File: src/rtl/core_prefetch_queue_pkg.sv
// Shared types and defaults for the instruction prefetch path.
// Provides word/halfword/pointer types, the NOP encodings used to pad
// empty or split pairs, and core-wide queue sizing defaults.
package core_prefetch_queue_pkg;

  localparam int unsigned WORD_W  = 32;
  localparam int unsigned HWORD_W = 16;
  localparam int unsigned PTR_W   = 30;  // word address
  localparam int unsigned HPTR_W  = 31;  // {word address, half bit}

  typedef logic [WORD_W-1:0]  word_t;
  typedef logic [HWORD_W-1:0] hword_t;
  typedef logic [PTR_W-1:0]   ptr_t;
  typedef logic [HPTR_W-1:0]  hptr_t;

  localparam hword_t NOP  = 16'h0001;
  localparam word_t  DNOP = {NOP, NOP};

  localparam int unsigned PREFETCH_DEPTH   = 4;
  localparam int unsigned PREFETCH_MAX_OUT = 2;

  function automatic hptr_t make_hptr(input ptr_t word_addr, input logic half);
    return {word_addr, half};
  endfunction

endpackage

File: src/rtl/core_prefetch_credit.sv
// Request/discard credit tracker for the prefetch queue.
// Holds the number of granted-but-unreturned fetches and the number of
// returning responses that belong to a flushed stream and must be dropped.
// Ports:
//   clk, rst      clock, asynchronous active-high reset
//   flush         redirect this cycle; suppresses requests and drops responses
//   count         current queue occupancy
//   fetch_gnt     bus accepted the request this cycle
//   fetch_rvalid  response word arriving this cycle
//   fetch_req     request valid towards the bus
//   push          the arriving response belongs to the live stream
module core_prefetch_credit #(
  parameter int unsigned DEPTH   = 4,
  parameter int unsigned MAX_OUT = 2
) (
  input  logic                   clk,
  input  logic                   rst,
  input  logic                   flush,
  input  logic [$clog2(DEPTH):0] count,
  input  logic                   fetch_gnt,
  input  logic                   fetch_rvalid,
  output logic                   fetch_req,
  output logic                   push
);

  localparam int unsigned CW = $clog2(DEPTH) + 1;
  localparam logic [CW:0]   DEPTH_C   = DEPTH[CW:0];
  localparam logic [CW-1:0] MAX_OUT_C = MAX_OUT[CW-1:0];

  logic [CW-1:0] out_q, out_d;
  logic [CW-1:0] disc_q, disc_d;
  logic [CW:0]   credit_used;
  logic          gnt, rsp, drop;

  // Queue space is reserved at grant time, so a push can never overflow.
  assign credit_used = {1'b0, count} + {1'b0, out_q};
  assign fetch_req   = !flush && (credit_used < DEPTH_C) && (out_q < MAX_OUT_C);

  assign gnt  = fetch_req && fetch_gnt;
  // A response with nothing outstanding is a bus protocol error and is ignored.
  assign rsp  = fetch_rvalid && (out_q != '0);
  assign drop = rsp && (flush || (disc_q != '0));
  assign push = rsp && !drop;

  always_comb begin
    out_d = out_q;
    if (gnt && !rsp) begin
      out_d = out_q + CW'(1);
    end else if (!gnt && rsp) begin
      out_d = out_q - CW'(1);
    end

    disc_d = disc_q;
    if (flush) begin
      // Every request still in flight after this cycle belongs to the old
      // stream; this already includes any discards still pending.
      disc_d = out_d;
    end else if (rsp && (disc_q != '0)) begin
      disc_d = disc_q - CW'(1);
    end
  end

  always_ff @(posedge clk or posedge rst) begin
    if (rst) begin
      out_q  <= '0;
      disc_q <= '0;
    end else begin
      out_q  <= out_d;
      disc_q <= disc_d;
    end
  end

  a_no_orphan_rsp : assert property (@(posedge clk) disable iff (rst)
    !(fetch_rvalid && (out_q == '0)));

endmodule

File: src/rtl/core_prefetch_queue.sv
// Instruction prefetch queue between the fetch bus port and decode.
// Issues word fetches ahead of decode, buffers returned words in a circular
// queue and presents the head word as a halfword instruction pair.
// Ports:
//   clk, rst                 clock, asynchronous active-high reset
//   stall                    decode not accepting; hold the current pair
//   flush, head              redirect to halfword pointer head (highest priority)
//   fetch_req/addr/gnt       request channel (word addresses)
//   fetch_rvalid/rdata       in-order response channel
//   hi_insn, lo_insn         instruction pair, lo executes first
//   hi_insn_pc, lo_insn_pc   halfword PCs of the pair
//   pair_pc, pair_valid      word address of head entry and its validity
//   level                    occupied entries
module core_prefetch_queue
  import core_prefetch_queue_pkg::*;
#(
  parameter int unsigned DEPTH   = PREFETCH_DEPTH,
  parameter int unsigned MAX_OUT = PREFETCH_MAX_OUT
) (
  input  logic                   clk,
  input  logic                   rst,
  input  logic                   stall,
  input  logic                   flush,
  input  hptr_t                  head,
  output logic                   fetch_req,
  output ptr_t                   fetch_addr,
  input  logic                   fetch_gnt,
  input  logic                   fetch_rvalid,
  input  word_t                  fetch_rdata,
  output hword_t                 hi_insn,
  output hword_t                 lo_insn,
  output hptr_t                  hi_insn_pc,
  output hptr_t                  lo_insn_pc,
  output ptr_t                   pair_pc,
  output logic                   pair_valid,
  output logic [$clog2(DEPTH):0] level
);

  localparam int unsigned AW = $clog2(DEPTH);
  localparam int unsigned CW = AW + 1;

  word_t         mem [DEPTH];
  logic [AW-1:0] rd_q, rd_d, wr_q, wr_d;
  logic [CW-1:0] count_q, count_d;
  ptr_t          req_addr_q, req_addr_d;
  ptr_t          pair_pc_q, pair_pc_d;
  logic          split_q, split_d;
  logic          push, pop, gnt;
  word_t         head_word;

  core_prefetch_credit #(
    .DEPTH   (DEPTH),
    .MAX_OUT (MAX_OUT)
  ) u_credit (
    .clk          (clk),
    .rst          (rst),
    .flush        (flush),
    .count        (count_q),
    .fetch_gnt    (fetch_gnt),
    .fetch_rvalid (fetch_rvalid),
    .fetch_req    (fetch_req),
    .push         (push)
  );

  assign gnt = fetch_req && fetch_gnt;
  assign pop = !stall && !flush && (count_q != '0);

  always_comb begin
    rd_d       = rd_q;
    wr_d       = wr_q;
    count_d    = count_q;
    req_addr_d = req_addr_q;
    pair_pc_d  = pair_pc_q;
    split_d    = split_q;
    if (flush) begin
      rd_d       = '0;
      wr_d       = '0;
      count_d    = '0;
      req_addr_d = head[HPTR_W-1:1];
      pair_pc_d  = head[HPTR_W-1:1];
      split_d    = head[0];
    end else begin
      if (gnt) begin
        req_addr_d = req_addr_q + ptr_t'(1);
      end
      if (push) begin
        wr_d = wr_q + AW'(1);  // wraps modulo DEPTH (power of two)
      end
      if (pop) begin
        rd_d      = rd_q + AW'(1);
        pair_pc_d = pair_pc_q + ptr_t'(1);
        split_d   = 1'b0;
      end
      if (push && !pop) begin
        count_d = count_q + CW'(1);
      end else if (pop && !push) begin
        count_d = count_q - CW'(1);
      end
    end
  end

  always_ff @(posedge clk or posedge rst) begin
    if (rst) begin
      rd_q       <= '0;
      wr_q       <= '0;
      count_q    <= '0;
      req_addr_q <= '0;
      pair_pc_q  <= '0;
      split_q    <= 1'b0;
    end else begin
      rd_q       <= rd_d;
      wr_q       <= wr_d;
      count_q    <= count_d;
      req_addr_q <= req_addr_d;
      pair_pc_q  <= pair_pc_d;
      split_q    <= split_d;
    end
  end

  // Storage needs no reset: an empty queue always presents DNOP.
  always_ff @(posedge clk) begin
    if (push) begin
      mem[wr_q] <= fetch_rdata;
    end
  end

  assign head_word = mem[rd_q];

  always_comb begin
    hi_insn    = head_word[WORD_W-1:HWORD_W];
    lo_insn    = head_word[HWORD_W-1:0];
    lo_insn_pc = make_hptr(pair_pc_q, 1'b0);
    hi_insn_pc = make_hptr(pair_pc_q, 1'b1);
    pair_valid = (count_q != '0);
    // Redirect into the upper half: only the hi halfword is a real insn.
    if (split_q) begin
      lo_insn    = head_word[WORD_W-1:HWORD_W];
      hi_insn    = NOP;
      lo_insn_pc = make_hptr(pair_pc_q, 1'b1);
    end
    if (flush || (count_q == '0)) begin
      {hi_insn, lo_insn} = DNOP;
      pair_valid         = 1'b0;
    end
  end

  assign fetch_addr = req_addr_q;
  assign pair_pc    = pair_pc_q;
  assign level      = count_q;

endmodule

File: config.mk
export PLATFORM = sky130hd
export DESIGN_NAME = core_prefetch_queue
export DESIGN_NICKNAME = d
export VERILOG_FILES = /design/src/rtl/core_prefetch_queue_pkg.sv /design/src/rtl/core_prefetch_credit.sv /design/src/rtl/core_prefetch_queue.sv
export SDC_FILE = /design/constraint.sdc
export NUM_CORES = 1
export LEC_CHECK = 0
export BUFFER_PORTS_ARGS = -buffer_cell sky130_fd_sc_hd__buf_2
export CAP_MARGIN = 20
export CORE_MARGIN = 1.5
export CORE_UTILIZATION = 54
export DETAILED_ROUTE_END_ITERATION = 16
export PLACE_DENSITY = 0.81
export RECOVER_POWER = 100
export SYNTH_ARGS = -nofsm -noshare
export SYNTH_HDL_FRONTEND = slang
export SYNTH_SLANG_ARGS = --single-unit
File: constraint.sdc
create_clock -name clk -period 3.3 [get_ports clk]
set_clock_uncertainty 0.15 [all_clocks]
set_input_delay 0.825 -clock clk [delete_from_list [all_inputs] [get_ports clk]]
set_output_delay 0.825 -clock clk [all_outputs]
set_load 0.03 [all_outputs]
==> results.yml <==
power:
  ir_drop_uv: 607
  swShare: 0.346
  p_per_area_nw_per_um2: 710
  fin_total_pwr_mw: 8.03
  power.leakage_nw: 4.12
  p_sw_mw: 2.78
  clockPowerShare: 0.308
  p_comb_frac: 0.302
  p_seq_frac: 0.391
  p_int_mw: 5.25
worst_hold_path:
  hold_path_class: "in -> reg"
floorplanning:
  core_area_um2: 17900
  fp.dieH_um: 138
  die_area_um2: 19000
  die_x_um: 138
  start_util: 0.549
  fp-row-count: 49
  num_io_pins: 228
clocking:
  cts_max_level: 1
  clkLatencyLatePin_ps: 500
  cts_resized: 1
  clockRootBuffer: "clkbuf_16"
  cts_buffers: 22
  clockBufferDepth: 3
  postCtsSetupBuffers: 0
  clkTransAtPathRegs_ps: 60
  clock-sinks: 202
  ctsHoldBuffers: 0
  cts_tree: "yes"
global_route:
  track_usage: 0.247
  antenna_found_initial: 1
  grt_pass1_vias: 6361
  grt_max_degree: 48
  overflow: 0
  grt_pass1_wl_mm: 35.2
logic_synthesis:
  ys_ff_latch: 202
  syn-instance-count: 749
  synth-edff-count: 128
  syn-num-nets: 832
  syn-cell-area_um2: 9830
  async_reset_ff_frac: 0.366
  ys_types: 62
  avgSynthCellArea_um2: 13.1
  ys_seq_area_frac: 0.579
  synth_warnings: 0
  ys.flop_type: "edfxtp_1"
worst_setup_path:
  endpoint_kind: "primary output"
  cp-start-kind: "flip-flop"
  required_ps: 2320
  path_class: "reg -> out"
  critical_path_buf_inv_count: 2
  critPathArrivalTime_ps: 2250
  crit_chain: "buf_12 > mux4_2 > mux2i_1 > nor2_1 > buf_2"
  critPathSlowestCell: "mux4_2"
  critPathMaxFanout: 17
  cp_top_family: "multiplexers"
  max_stage_delay_ps: 580
route:
  top_layer_used: "met5"
  antenna_left: 0
  via_count: 6840
  met1_length_mm: 9.41
  wl_per_cell_um: 20.3
  route.met3.wl_mm: 1.96
  met2WireLength_mm: 11.8
  vias_per_cell: 5.83
  dr.first_iter.drc_count: 509
  drc_errors: 0
  wl_mm: 23.9
  drtPass1Iterations: 4
timing:
  setup_viol: 0
  setup-tns-final_ps: 0
  rsz0062_at_grt: "false"
  relSlewSlack: -0.0409
  fmax_mhz: 310
  tightest_slew_ps: 1560
  post-route-period-util: 0.979
  min_period_ps: 3230
  slew_viol_final: 29
  final_hold_viol_count: 0
  hold_ws_ps: 413
cells_and_area:
  syn2layout_area_growth_pct: 15.1
  antenna_cells: 0
  final_cells: 1173
  drive_above_1_share: 0.184
  layout_common_cells: "clkbuf_1 (169), edfxtp_1 (128), dfrtp_1 (73)"
  fill_cells: 1426
  final_nets: 1012
  final_common_cell: "clkbuf_1"
status:
  status: "finished, violations left"
  violations: "max-capacitance violations, max-slew violations"
placed_design:
  post-dp-hpwl_mm: 16.2
  gp_congestion: 0.876
  post-place-cells: 1133
  io_buffers: 226
job:
  drv_cap: 1
-- Yosys cell counts, types with 7 or more instances --
cell / n / area share
and2_1: 18 / 0.011
and3_1: 12 / 0.0076
xor2_1: 13 / 0.012
o211ai_1: 16 / 0.012
buf_2: 7 / 0.0036
o21ai_0: 31 / 0.016
nor2_1: 43 / 0.016
nand4_1: 19 / 0.012
dfrtp_1: 74 / 0.19
or3_1: 8 / 0.0051
mux4_2: 32 / 0.073
inv_1: 18 / 0.0069
mux2_2: 11 / 0.013
nand3_1: 24 / 0.012
and4_1: 7 / 0.0062
nand2_1: 58 / 0.022
ha_1: 13 / 0.017
clkbuf_1: 18 / 0.0069
xnor2_1: 26 / 0.023
buf_4: 62 / 0.047
edfxtp_1: 128 / 0.39
mux2i_1: 17 / 0.017
o311ai_0: 12 / 0.011
-- worst paths after layout --
check	from	cells after the start	endpoint	slack [ps]
max in group asynchronous	rst	3	pair_pc[19]	500
worst min register to register	u_credit.disc_q[0]	2	u_credit.disc_q[0]	430
worst min-delay path	head[24]	3	pair_pc[23]	410
worst max-delay path	rd_q[0]	5	lo_insn[10]	70
min in group asynchronous	rst	2	pair_pc[3]	490
worst max register to register	u_credit.out_q[1]	7	mem[3][9]	350
-- registers in the layout, indices dropped and copies added, names as in the netlist --
signal	count
fetch_addr	30
wr_q	2
mem	128
u_credit.out_q	3
split_q	1
u_credit.disc_q	3
level	3
rd_q	2
pair_pc	30
-- metal layers --
metal  global-route usage  up-vias
met5                    0        -
met4               0.0845        2
met3               0.0515       50
met2                0.424      318
met1                0.312     3371
li1                     -     3099
-- power by group through the flow --
stage / Clock (mW) / Combinational, mW / Sequential, mW
after floorplan: 0 / 1.67 / 3.32
after global placement: 0 / 2.46 / 3.16
after detailed placement: 0 / 2.48 / 3.17
after CTS: 2.51 / 2.55 / 3.13
after global routing: 2.61 / 2.62 / 3.17
final: 2.47 / 2.42 / 3.14
-- through the flow --
stage / utilization / cell area, µm² / setup WS (ps)
finish: 0.632 / 11300 / 70.2
floorplan: - / 9830 / 155
detailed placement: 0.606 / 10800 / 408
global placement: 0.606 / 10800 / 452
global route: 0.632 / 11300 / 20.5
CTS: 0.649 / 11600 / 84.5
-- cell type report --
class / count / area, µm² / area share
Clock inverter: 13 / 141 / 0.0125
Inverter: 18 / 68.8 / 0.00608
Timing Repair Buffer: 249 / 1130 / 0.100
Tap cell: 229 / 287 / 0.0253
Clock buffer: 26 / 587 / 0.0519
Multi-Input combinational cell: 436 / 3400 / 0.301
Sequential cell: 202 / 5700 / 0.504
-- logic make-up after synthesis --
| kind of cell | after synthesis | share of synthesized area |
|---|---|---|
| other | 1 | 0.000381 |
| AND/OR/NAND/NOR | 233 | 0.135 |
| adder cells (fa/ha/maj) | 14 | 0.0186 |
| buffers and inverters | 111 | 0.0699 |
| XOR/XNOR | 39 | 0.0347 |
| AO/OA/AOI/OAI | 89 | 0.0593 |
| flip-flops | 202 | 0.579 |
| multiplexers | 60 | 0.103 |
-- worst min-delay path: stages --
cell     delay (ps)
buf_2            70
nand2_1          50
o21ai_0          60
Power figures use the tool's default switching activity.
